`config.mk`:
```
export PLATFORM = sky130hd
export DESIGN_NAME = hazard_scoreboard_unit
export DESIGN_NICKNAME = d
export VERILOG_FILES = /design/src/rtl/hcu_pkg.sv /design/src/rtl/hcu_scoreboard.sv /design/src/rtl/hazard_scoreboard_unit.sv
export SDC_FILE = /design/constraint.sdc
export NUM_CORES = 1
export LEC_CHECK = 0
export CELL_PAD_IN_SITES_DETAIL_PLACEMENT = 1
export CELL_PAD_IN_SITES_GLOBAL_PLACEMENT = 1
export CORE_UTILIZATION = 35
export DETAILED_ROUTE_END_ITERATION = 10
export PLACE_DENSITY_LB_ADDON = 0.1
export SLEW_MARGIN = 30
export SYNTH_ARGS = -nofsm -noshare
export SYNTH_HDL_FRONTEND = slang
export SYNTH_SLANG_ARGS = --single-unit
```
`constraint.sdc`:
```
create_clock -name clk_i -period 7 [get_ports clk_i]
set_input_delay 1.4 -clock clk_i [delete_from_list [all_inputs] [get_ports clk_i]]
set_output_delay 1.4 -clock clk_i [all_outputs]
set_load 0.005 [all_outputs]
```
`src/rtl/hcu_pkg.sv`:
```
// Shared types for the hazard scoreboard unit: hazard cause encoding, per-stage
// control bundle and the cause-to-control mapping.
package hcu_pkg;

  localparam int unsigned HCU_NUM_REGS = 32;
  localparam int unsigned HCU_REG_AW   = 5;

  typedef enum logic [2:0] {
    HZ_NONE     = 3'd0,
    HZ_MEM      = 3'd1,
    HZ_BUSY     = 3'd2,
    HZ_REDIRECT = 3'd3,
    HZ_RAW      = 3'd4,
    HZ_WAW      = 3'd5
  } hz_cause_t;

  typedef struct packed {
    logic stall_if;
    logic stall_id;
    logic stall_ex;
    logic stall_mem;
    logic flush_if_id;
    logic flush_id_ex;
    logic flush_ex_mem;
    logic id_issue;
  } hz_ctrl_t;

  // Only the winning cause drives the pipeline; everything else stays quiet.
  function automatic hz_ctrl_t ctrl_for_cause(input hz_cause_t cause, input logic id_valid);
    hz_ctrl_t c;
    c = '0;
    case (cause)
      HZ_MEM: begin
        c.stall_if  = 1'b1;
        c.stall_id  = 1'b1;
        c.stall_ex  = 1'b1;
        c.stall_mem = 1'b1;
      end
      HZ_BUSY: begin
        c.stall_if     = 1'b1;
        c.stall_id     = 1'b1;
        c.stall_ex     = 1'b1;
        c.flush_ex_mem = 1'b1;
      end
      HZ_REDIRECT: begin
        c.flush_if_id = 1'b1;
        c.flush_id_ex = 1'b1;
      end
      HZ_RAW, HZ_WAW: begin
        c.stall_if    = 1'b1;
        c.stall_id    = 1'b1;
        c.flush_id_ex = 1'b1;
      end
      default: c.id_issue = id_valid;
    endcase
    return c;
  endfunction

endpackage

```
`src/rtl/hcu_scoreboard.sv`:
```
// Per-register pending-write bits with set/clear update and done-bypassed
// lookups for the ID stage's rs1, rs2 and rd.
module hcu_scoreboard
  import hcu_pkg::*;
#(
  parameter int unsigned NUM_REGS = HCU_NUM_REGS,
  parameter int unsigned REG_AW   = HCU_REG_AW
) (
  input  logic                clk_i,
  input  logic                rst_ni,
  input  logic                set_valid_i,
  input  logic [REG_AW-1:0]   set_addr_i,
  input  logic                clr_valid_i,
  input  logic [REG_AW-1:0]   clr_addr_i,
  input  logic [REG_AW-1:0]   rs1_addr_i,
  input  logic [REG_AW-1:0]   rs2_addr_i,
  input  logic [REG_AW-1:0]   rd_addr_i,
  output logic                rs1_pend_o,
  output logic                rs2_pend_o,
  output logic                rd_pend_o,
  output logic [NUM_REGS-1:0] pending_o
);

  logic [NUM_REGS-1:0] pending_q;
  logic [NUM_REGS-1:0] pending_d;
  logic [NUM_REGS-1:0] live;

  function automatic logic pick(input logic [NUM_REGS-1:0] vec, input logic [REG_AW-1:0] addr);
    logic r;
    r = 1'b0;
    for (int i = 0; i < NUM_REGS; i++) begin
      if (addr == REG_AW'(i)) r = vec[i];
    end
    return r;
  endfunction

  // NOTE: every variable gets a default at the top of always_comb so no path
  // leaves it unassigned; otherwise synthesis infers a latch.
  always_comb begin
    pending_d = '0;
    live      = '0;
    for (int i = 1; i < NUM_REGS; i++) begin
      // A result completing this cycle is already forwardable, so hide its bit.
      live[i] = pending_q[i] & ~(clr_valid_i & (clr_addr_i == REG_AW'(i)));
      if (set_valid_i && set_addr_i == REG_AW'(i)) begin
        pending_d[i] = 1'b1;
      end else if (clr_valid_i && clr_addr_i == REG_AW'(i)) begin
        pending_d[i] = 1'b0;
      end else begin
        pending_d[i] = pending_q[i];
      end
    end
  end

  // NOTE: these bits are plain flops, not a RAM, and must be reset: a reset
  // kills every in-flight producer, so no write may stay pending.
  always_ff @(posedge clk_i or negedge rst_ni) begin
    if (!rst_ni) begin
      pending_q <= '0;
    end else begin
      pending_q <= pending_d;
    end
  end

  assign rs1_pend_o = pick(live, rs1_addr_i);
  assign rs2_pend_o = pick(live, rs2_addr_i);
  assign rd_pend_o  = pick(live, rd_addr_i);
  assign pending_o  = pending_q;

endmodule

```
`src/rtl/hazard_scoreboard_unit.sv`:
```
// Hazard controller for the 5-stage RV32I pipeline: prioritised stall/flush/issue
// control, pending-write scoreboard, stall watchdog; HCU_PERF_CNT_EN adds perf counters.
module hazard_scoreboard_unit
  import hcu_pkg::*;
#(
  parameter int unsigned NUM_REGS      = HCU_NUM_REGS,
  parameter int unsigned REG_AW        = HCU_REG_AW,
  parameter int unsigned STALL_TIMEOUT = 1024,
  parameter int unsigned CNT_W         = 32
) (
  input  logic                clk_i,
  input  logic                rst_ni,
  input  logic                id_valid_i,
  input  logic [REG_AW-1:0]   id_rs1_addr_i,
  input  logic [REG_AW-1:0]   id_rs2_addr_i,
  input  logic                id_rs1_used_i,
  input  logic                id_rs2_used_i,
  input  logic [REG_AW-1:0]   id_rd_addr_i,
  input  logic                id_rd_we_i,
  input  logic                id_long_lat_i,
  input  logic                ex_take_b_j_i,
  input  logic                ex_busy_i,
  input  logic                mem_stall_i,
  input  logic                done_valid_i,
  input  logic [REG_AW-1:0]   done_rd_addr_i,
  input  logic                perf_clr_i,
  output logic                stall_if_o,
  output logic                stall_id_o,
  output logic                stall_ex_o,
  output logic                stall_mem_o,
  output logic                flush_if_id_o,
  output logic                flush_id_ex_o,
  output logic                flush_ex_mem_o,
  output logic                id_issue_o,
  output logic [2:0]          hz_cause_o,
  output logic [NUM_REGS-1:0] sb_pending_o,
  output logic                deadlock_o,
  output logic [CNT_W-1:0]    perf_raw_stall_cnt_o,
  output logic [CNT_W-1:0]    perf_mem_stall_cnt_o,
  output logic [CNT_W-1:0]    perf_redirect_cnt_o
);

  localparam int unsigned    WD_W   = $clog2(STALL_TIMEOUT + 1);
  localparam logic [WD_W-1:0] WD_MAX = WD_W'(STALL_TIMEOUT);

  logic      rs1_pend, rs2_pend, rd_pend;
  logic      raw_hit, waw_hit, sb_set;
  hz_cause_t cause;
  hz_ctrl_t  ctrl;

  hcu_scoreboard #(
    .NUM_REGS (NUM_REGS),
    .REG_AW   (REG_AW)
  ) u_scoreboard (
    .clk_i       (clk_i),
    .rst_ni      (rst_ni),
    .set_valid_i (sb_set),
    .set_addr_i  (id_rd_addr_i),
    .clr_valid_i (done_valid_i),
    .clr_addr_i  (done_rd_addr_i),
    .rs1_addr_i  (id_rs1_addr_i),
    .rs2_addr_i  (id_rs2_addr_i),
    .rd_addr_i   (id_rd_addr_i),
    .rs1_pend_o  (rs1_pend),
    .rs2_pend_o  (rs2_pend),
    .rd_pend_o   (rd_pend),
    .pending_o   (sb_pending_o)
  );

  always_comb begin
    raw_hit = id_valid_i & ((id_rs1_used_i & rs1_pend) | (id_rs2_used_i & rs2_pend));
    waw_hit = id_valid_i & id_long_lat_i & id_rd_we_i & rd_pend;
    if (mem_stall_i)        cause = HZ_MEM;
    else if (ex_busy_i)     cause = HZ_BUSY;
    else if (ex_take_b_j_i) cause = HZ_REDIRECT;
    else if (raw_hit)       cause = HZ_RAW;
    else if (waw_hit)       cause = HZ_WAW;
    else                    cause = HZ_NONE;
    ctrl   = ctrl_for_cause(cause, id_valid_i);
    // Issue excludes every flush, so flushed instructions never mark a register.
    sb_set = ctrl.id_issue & id_long_lat_i & id_rd_we_i & (id_rd_addr_i != '0);
  end

  // Control outputs are held low for the whole time reset is asserted.
  assign stall_if_o     = rst_ni & ctrl.stall_if;
  assign stall_id_o     = rst_ni & ctrl.stall_id;
  assign stall_ex_o     = rst_ni & ctrl.stall_ex;
  assign stall_mem_o    = rst_ni & ctrl.stall_mem;
  assign flush_if_id_o  = rst_ni & ctrl.flush_if_id;
  assign flush_id_ex_o  = rst_ni & ctrl.flush_id_ex;
  assign flush_ex_mem_o = rst_ni & ctrl.flush_ex_mem;
  assign id_issue_o     = rst_ni & ctrl.id_issue;
  assign hz_cause_o     = rst_ni ? cause : HZ_NONE;

  logic [WD_W-1:0] wd_cnt_q, wd_cnt_d;
  logic            deadlock_q, deadlock_d;

  always_comb begin
    wd_cnt_d = '0;
    if (ctrl.stall_if) begin
      wd_cnt_d = (wd_cnt_q == WD_MAX) ? wd_cnt_q : wd_cnt_q + WD_W'(1);
    end
    deadlock_d = deadlock_q | (wd_cnt_d == WD_MAX);
  end

  // NOTE: state flops use non-blocking assignments so every flop samples the
  // pre-edge value of its neighbours, independent of statement order.
  always_ff @(posedge clk_i or negedge rst_ni) begin
    if (!rst_ni) begin
      wd_cnt_q   <= '0;
      deadlock_q <= 1'b0;
    end else begin
      wd_cnt_q   <= wd_cnt_d;
      deadlock_q <= deadlock_d;
    end
  end

  assign deadlock_o = deadlock_q;

`ifdef HCU_PERF_CNT_EN
  logic [CNT_W-1:0] raw_cnt_q, raw_cnt_d;
  logic [CNT_W-1:0] mem_cnt_q, mem_cnt_d;
  logic [CNT_W-1:0] red_cnt_q, red_cnt_d;

  function automatic logic [CNT_W-1:0] sat_inc(input logic [CNT_W-1:0] v, input logic en);
    return (en && v != '1) ? v + CNT_W'(1) : v;
  endfunction

  always_comb begin
    raw_cnt_d = '0;
    mem_cnt_d = '0;
    red_cnt_d = '0;
    if (!perf_clr_i) begin
      raw_cnt_d = sat_inc(raw_cnt_q, (cause == HZ_RAW) || (cause == HZ_WAW));
      mem_cnt_d = sat_inc(mem_cnt_q, cause == HZ_MEM);
      red_cnt_d = sat_inc(red_cnt_q, cause == HZ_REDIRECT);
    end
  end

  always_ff @(posedge clk_i or negedge rst_ni) begin
    if (!rst_ni) begin
      raw_cnt_q <= '0;
      mem_cnt_q <= '0;
      red_cnt_q <= '0;
    end else begin
      raw_cnt_q <= raw_cnt_d;
      mem_cnt_q <= mem_cnt_d;
      red_cnt_q <= red_cnt_d;
    end
  end

  assign perf_raw_stall_cnt_o = raw_cnt_q;
  assign perf_mem_stall_cnt_o = mem_cnt_q;
  assign perf_redirect_cnt_o  = red_cnt_q;
`else
  logic unused_perf_clr;
  assign unused_perf_clr      = perf_clr_i;
  assign perf_raw_stall_cnt_o = '0;
  assign perf_mem_stall_cnt_o = '0;
  assign perf_redirect_cnt_o  = '0;
`endif

endmodule

```
After elaboration in Yosys (flattened, before gate mapping)
Index checks and enable logic that the tools add are counted.
{ "op_classes": {"add_sub_neg": 1, "eq_ne": 131, "muxes": 170, "n_bitwise": 112, "reduce_logical": 98} }
{ "op_table": {"columns": ["operator", "count"], "rows": [
  ["$eq A5 B5 Y1 const B", 64],
  ["$mux W1", 161],
  ["$eq A5 B4 Y1 const B", 32],
  ["$eq A5 B3 Y1 const B", 16],
  ["$and A1 B1 Y1", 79],
  ["$logic_and A1 B1 Y1", 62],
  ["$reduce_bool A2 Y1", 31],
  ["$eq A5 B2 Y1 const B", 8],
  ["$not A1 Y1", 31],
  ["$eq A11 B11 Y1 const B", 2],
  ["$mux W11", 2],
  ["$eq A5 B1 Y1 const B", 4],
  ["$mux W3", 6],
  ["$add A11 B1 Y11 const B", 1],
  ["$eq A3 B2 Y1 const B", 2],
  ["$eq A3 B3 Y1 const B", 2],
  ["$reduce_bool A5 Y1", 1],
  ["$reduce_or A5 Y1", 1],
  ["$reduce_or A4 Y1", 1],
  ["$eq A3 B1 Y1 const B", 1],
  ["$reduce_or A3 Y1", 1],
  ["$mux W2", 1],
  ["$or A1 B1 Y1", 2],
  ["$reduce_or A2 Y1", 1]
]} }
{ "totals": {"reg_bits": 43, "in_bits": 32, "out_inout_bits": 140, "word_cells": 545} }

Logic depth before layout (Yosys ltp)
Gate-level depths: netlist of the first run.
{ "depth": {"ltp_word": 50, "depth_mapped": 13, "depth_no_buf": 9} }

By module
A second synthesis of the first run with hierarchy kept.
{ "unflattened": {"hier_cells": 582, "hier_area_um2": 4471.8} }
{ "modules_own_cells": {"columns": ["module", "instances", "cells_per_inst", "area_per_inst_um2", "seq_area_each_um2"], "rows": [
  ["hcu_scoreboard", 1, 381, 2869.0, 775.7],
  ["hazard_scoreboard_unit", 1, 201, 1602.8, 300.3]
]} }

Worst setup path after synthesis of the first run
No wires, ideal clock.
{ "synth_timing": {"kind": "input port to output port", "from": "input done_rd_addr_i[3]", "to": "output flush_id_ex_o", "arrival_ps": 3783, "required_ps": 5600, "path_slack_ps": 1817, "stages": 12, "n_path_buf": 3, "cell_sequence": "clkbuf_2 or4b_4 o21a_1 a211o_1 o2111ai_2 nand2_2 a2111oi_4 nand3_2 a21o_1 buf_6 buf_8 o211a_1"} }
{ "synth_between": {"elab_chain_cells": 46, "elab_cells_between_ends": 233, "classes_between": "eq/ne: 34; mux: 99; bitwise: 99; reduce/logical: 1"} }
{ "synth_rtl": {"columns": ["element", "line", "text"], "rows": [
  ["start: declaration", "hazard_scoreboard_unit.sv:25", "input logic [REG_AW-1:0] done_rd_addr_i,"],
  ["$eq A5 B1 Y1", "hcu_scoreboard.sv:44", "live[i] = pending_q[i] & ~(clr_valid_i & (clr_addr_i == REG_AW'(i)));"],
  ["$and A1 B1 Y1", "hcu_scoreboard.sv:44", null],
  ["$not A1 Y1", "hcu_scoreboard.sv:44", null],
  ["$and A1 B1 Y1", "hcu_scoreboard.sv:44", null],
  ["$mux W1 (31 in a row)", "hcu_scoreboard.sv:32", "if (addr == REG_AW'(i)) r = vec[i];"],
  ["$and A1 B1 Y1", "hazard_scoreboard_unit.sv:71", "raw_hit = id_valid_i & ((id_rs1_used_i & rs1_pend) | (id_rs2_used_i & rs2_pend));"],
  ["$or A1 B1 Y1", "hazard_scoreboard_unit.sv:71", null],
  ["$and A1 B1 Y1", "hazard_scoreboard_unit.sv:71", null],
  ["$mux W3 (*)", "hazard_scoreboard_unit.sv:76", "else if (raw_hit) cause = HZ_RAW;"],
  ["$mux W3 (*)", "hazard_scoreboard_unit.sv:75", "else if (ex_take_b_j_i) cause = HZ_REDIRECT;"],
  ["$mux W3 (*)", "hazard_scoreboard_unit.sv:74", "else if (ex_busy_i) cause = HZ_BUSY;"],
  ["$mux W3 (*)", "hazard_scoreboard_unit.sv:73", "if (mem_stall_i) cause = HZ_MEM;"],
  ["$eq A3 B3 Y1 / $eq A3 B2 Y1 (equally long branches)", "hcu_pkg.sv:32", "case (cause)"],
  ["$reduce_or A3 Y1 (no line) (*)", null, null],
  ["$mux W1 (*)", "hcu_pkg.sv:32", null],
  ["$and A1 B1 Y1 (*)", "hazard_scoreboard_unit.sv:90", "assign flush_id_ex_o = rst_ni & ctrl.flush_id_ex;"],
  ["end: declaration", "hazard_scoreboard_unit.sv:32", "output logic flush_id_ex_o,"]
]} }
Every way passes the cells marked *; elsewhere a longest branch is shown, timed or not.

Worst setup path in the final report of the first run
{ "layout_timing": {"from": "input done_rd_addr_i[0]", "to": "output stall_id_o"} }
{ "layout_between": {"elab_chain_cells": 46, "elab_cells_between_ends": 234, "classes_between": "eq/ne: 35; mux: 99; bitwise: 99; reduce/logical: 1"} }
{ "layout_rtl": {"columns": ["element", "line", "text"], "rows": [
  ["$eq A5 B1 Y1", "hcu_scoreboard.sv:44", null],
  ["$and A1 B1 Y1", "hcu_scoreboard.sv:44", null],
  ["$not A1 Y1", "hcu_scoreboard.sv:44", null],
  ["$and A1 B1 Y1", "hcu_scoreboard.sv:44", null],
  ["$mux W1 (31 in a row)", "hcu_scoreboard.sv:32", null],
  ["$and A1 B1 Y1", "hazard_scoreboard_unit.sv:71", null],
  ["$or A1 B1 Y1", "hazard_scoreboard_unit.sv:71", null],
  ["$and A1 B1 Y1", "hazard_scoreboard_unit.sv:71", null],
  ["$mux W3 (*)", "hazard_scoreboard_unit.sv:76", null],
  ["$mux W3 (*)", "hazard_scoreboard_unit.sv:75", null],
  ["$mux W3 (*)", "hazard_scoreboard_unit.sv:74", null],
  ["$mux W3 (*)", "hazard_scoreboard_unit.sv:73", null],
  ["$eq A3 B3 Y1, or another cell as far along", "hcu_pkg.sv:32", null],
  ["$reduce_or A4 Y1 (no line) (*)", null, null],
  ["$mux W2 (*)", "hcu_pkg.sv:32", null],
  ["$and A1 B1 Y1 (*)", "hazard_scoreboard_unit.sv:86", "assign stall_id_o = rst_ni & ctrl.stall_id;"],
  ["end: declaration", "hazard_scoreboard_unit.sv:28", "output logic stall_id_o,"]
]} }
Marked as above.

==> flow_metrics.py, run 1 <==
metrics = {
    "critical_path": {
        "required_ns": 5.60,
        "setup.worst_path.class": "input pin to output port",
        "start_kind": "input pin",
        "end_kind": "output port",
        "arrival_ns": 5.16,
        "critPathMaxFanout": 10,
    },
    "cts": {
        "cts_max_level": 2,
        "cts_sinks": 43,
        "clock-root-buffer": "clkbuf_16",
        "cts_tree": "yes",
        "numCtsBuffers": 5,
        "holdBufCountCts": 0,
        "post_cts_buffers": 0,
        "ctsLongestPathBuffers": 2,
        "clkTransAtPathRegs_ns": 0.06,
        "clkLatencyLatePin_ns": 0.29,
        "cts_resized": 0,
    },
    "global_routing": {
        "met3_usage": 0.03149,
        "grt_pass1_vias": 4684,
        "grt_max_degree": 54,
        "grt_pass1_wl_um": 26340,
        "antenna_found_initial": 0,
        "grt.overflow.total": 0,
        "gr-usage-all-layers": 0.2427,
        "grtUsageMet2": 0.4140,
        "globalRouteMet1Util": 0.3034,
        "grt.busiest_layer": "met2",
    },
    "final_layout": {
        "instances_no_fill": 840,
        "drive_above_1_share": 0.09281,
        "nets": 701,
        "seqCellArea_um2": 1076,
        "multiInputGateArea_um2": 2969,
        "num_antenna_cells": 0,
        "final_common_cell": "conb_1",
        "syn_to_final_growth_pct": 16.53,
        "nFillCells": 1613,
        "layout_common_cells": "conb_1 (97), clkdlybuf4s50_1 (72), o21ai_0 (46)",
    },
    "drt": {
        "drt_iter0_drc": 406,
        "wire_per_inst_um": 20.40,
        "drt-vias-per-instance": 5.552,
        "drc": 0,
        "final_antenna_net_count": 0,
        "drt_pass1_iterations": 4,
        "dr_total_vias": 4664,
        "routed_wl_um": 17130,
    },
    "logic_synthesis": {
        "yosysTopAreaCellShare": 0.2293,
        "synth_edf_count": 0,
        "yosys_warnings": 0,
        "synth_cells": 592,
        "yosys.area.top_type": "dfrtp_1",
        "ys_async_sr_fraction": 1.000,
        "synth.area.top_cells": "dfrtp_1 (23%), buf_4 (16%), o31ai_1 (5.8%), o21ai_0 (4.9%), mux2i_1 (2.8%)",
        "netlist_area_um2": 4693,
        "ys.flop_type": "dfrtp_1",
        "synth_seq_cells": 43,
        "synth_seq_area_share": 0.2293,
        "synth_cell_types": 76,
        "avgSynthCellArea_um2": 7.928,
    },
    "outcome": {
        "status": "complete, no violations",
    },
    "timing": {
        "finalCritPeriodShare": 0.9366,
        "finalMaxSlewViolations": 0,
        "max_slew.worst_pin.slew_ns": 0.7868,
        "hold_violations": 0,
        "fin_skew_ns": 0.004628,
        "setup-violations-final": 0,
        "min_period_ns": 6.556,
        "rsz0062_at_grt": "false",
        "maxSlewHeadroom": 0.4699,
        "fmax_mhz": 152.5,
        "tns_ns": 0,
    },
    "placement": {
        "dp.cells": 832,
        "io_buffers": 73,
        "hpwlAfterDp_um": 13230,
        "gp_congestion": 0.9510,
    },
    "die": {
        "io_pins": 172,
        "initial_core_util": 0.3660,
        "die-area_um2": 13880,
        "die_h_um": 117.8,
        "fp.dieW_um": 117.8,
        "fp-row-count": 41,
        "core_um2": 12820,
    },
    "power_and_ir_drop": {
        "vdd_ir_drop_max_mv": 0.1612,
        "p_sw_frac": 0.3367,
        "p_int_w": 0.0004806,
        "p_switching_w": 0.0002440,
        "p_per_area_nw_per_um2": 132.5,
        "combPwrFrac": 0.297,
        "pwr-share-clk": 0.317,
        "pwr-share-seq": 0.386,
        "p_leak_nw": 2.284,
    },
    "min_path": {
        "holdCritPathClass": "flip-flop to flip-flop",
    },
    "flow_run": {
        "maxCapViolations": 0,
    },
}
power by group through the flow:
stage	logic (W)	registers, W	clock network, W
2_1_floorplan	0.000176	0.000279	0
5_1_grt	0.000236	0.000282	0.000241
4_1_cts	0.000213	0.000280	0.000236
3_3_place_gp	0.000207	0.000283	0
6_report	0.000215	0.000280	0.000230
3_5_place_dp	0.000211	0.000284	0
kinds of logic (layout without fill, tap and decap cells):
family,after synthesis,in the layout,share of synthesized area
AOI/OAI and AO/OA,178,178,0.2663
xor gates and xnor gates,13,13,0.02426
adders and majority gates,2,2,0.005331
buffers and inverters,156,136,0.2149
DFF,43,43,0.2293
muxes,17,17,0.03732
other,1,97,0.0007990
and+or+nand+nor,182,182,0.2218
layout make-up:
type,instances,share of cell area
flip-flops and latches,43,0.1968
clock inverters,2,0.002288
inverters,19,0.01304
well taps,172,0.03935
repair buffers,109,0.1821
clock buffers,6,0.02356
multi-input cells,489,0.5429
path summary, 6_finish.rpt:
kind,startpoint,cells past startpoint,end,slack (ns)
max,done_rd_addr_i[0],11,stall_id_o,0.44
min,deadlock_o,1,deadlock_o,0.48
max reg2reg,u_scoreboard.pending_o[29],10,u_scoreboard.pending_o[15],4.19
min reg2reg,deadlock_o,1,deadlock_o,0.48
max in group asynchronous,rst_ni,2,u_scoreboard.pending_o[4],5.37
min in group asynchronous,rst_ni,2,u_scoreboard.pending_o[11],1.22
stage by stage:
step	worst slack (ns)	instance area [um^2]	power, W	utilization	hold WS, ns
2_1_floorplan	1.817	5054	0.0004553	-	0.4663
3_3_place_gp	0.5405	5328	0.0004904	0.4154	0.4583
3_5_place_dp	0.5302	5328	0.0004955	0.4154	0.4626
4_1_cts	0.5098	5469	0.0007289	0.4264	0.4824
5_1_grt	0.3320	5469	0.0007595	0.4264	0.5115
6_report	0.4440	5469	0.0007246	0.4264	0.4767
layer usage:
layer / up-vias / wire length, um / part of all wire
met5: - / 0 / 0
met4: 0 / 612 / 0.036
met3: 41 / 1082 / 0.063
met2: 207 / 8271 / 0.48
met1: 2297 / 7168 / 0.42
li1: 2119 / - / -
registers in the layout, summed over array words and instances, names as in the netlist:
signal / cells
u_scoreboard.pending_o: 31
wd_cnt_q: 11
deadlock_o: 1
cell usage after synthesis (4+ instances only):
cell type / n
o21ai_0: 46
nor3_1: 13
and2_1: 16
clkbuf_1: 28
xnor2_1: 11
o221ai_1: 5
nor2b_1: 6
nand2b_1: 10
and3b_1: 5
nor3b_1: 7
o2111ai_1: 4
dfrtp_1: 43
or2_2: 4
nand4_1: 7
nand2_1: 28
a21boi_0: 6
nor2_1: 31
mux2i_1: 13
nand3b_1: 5
a21oi_1: 14
inv_1: 17
mux2_2: 4
o211ai_1: 16
and3_1: 9
nand3_1: 18
buf_4: 98
o21ai_1: 4
nand4b_1: 4
o31ai_1: 36
critical path, stage by stage:
cell and delay [ns]:
clkdlybuf4s50_1 0.69, or2_1 0.54, o21ai_0 0.71, o2bb2ai_1 0.17, o21ai_0 0.18, o21ai_0 0.11, o211ai_1 0.23, nand3_2 0.16
a221o_1 0.35, and2_1 0.18, clkdlybuf4s50_1 0.45
No activity file was read; power rests on OpenSTA's default activity.
==> inputs of run 2 (changes only) <==
- TNS_END_PERCENT: default -> 20
==> results of run 2 <==
Final layout, timing and power as in run 1 (identical DEF).
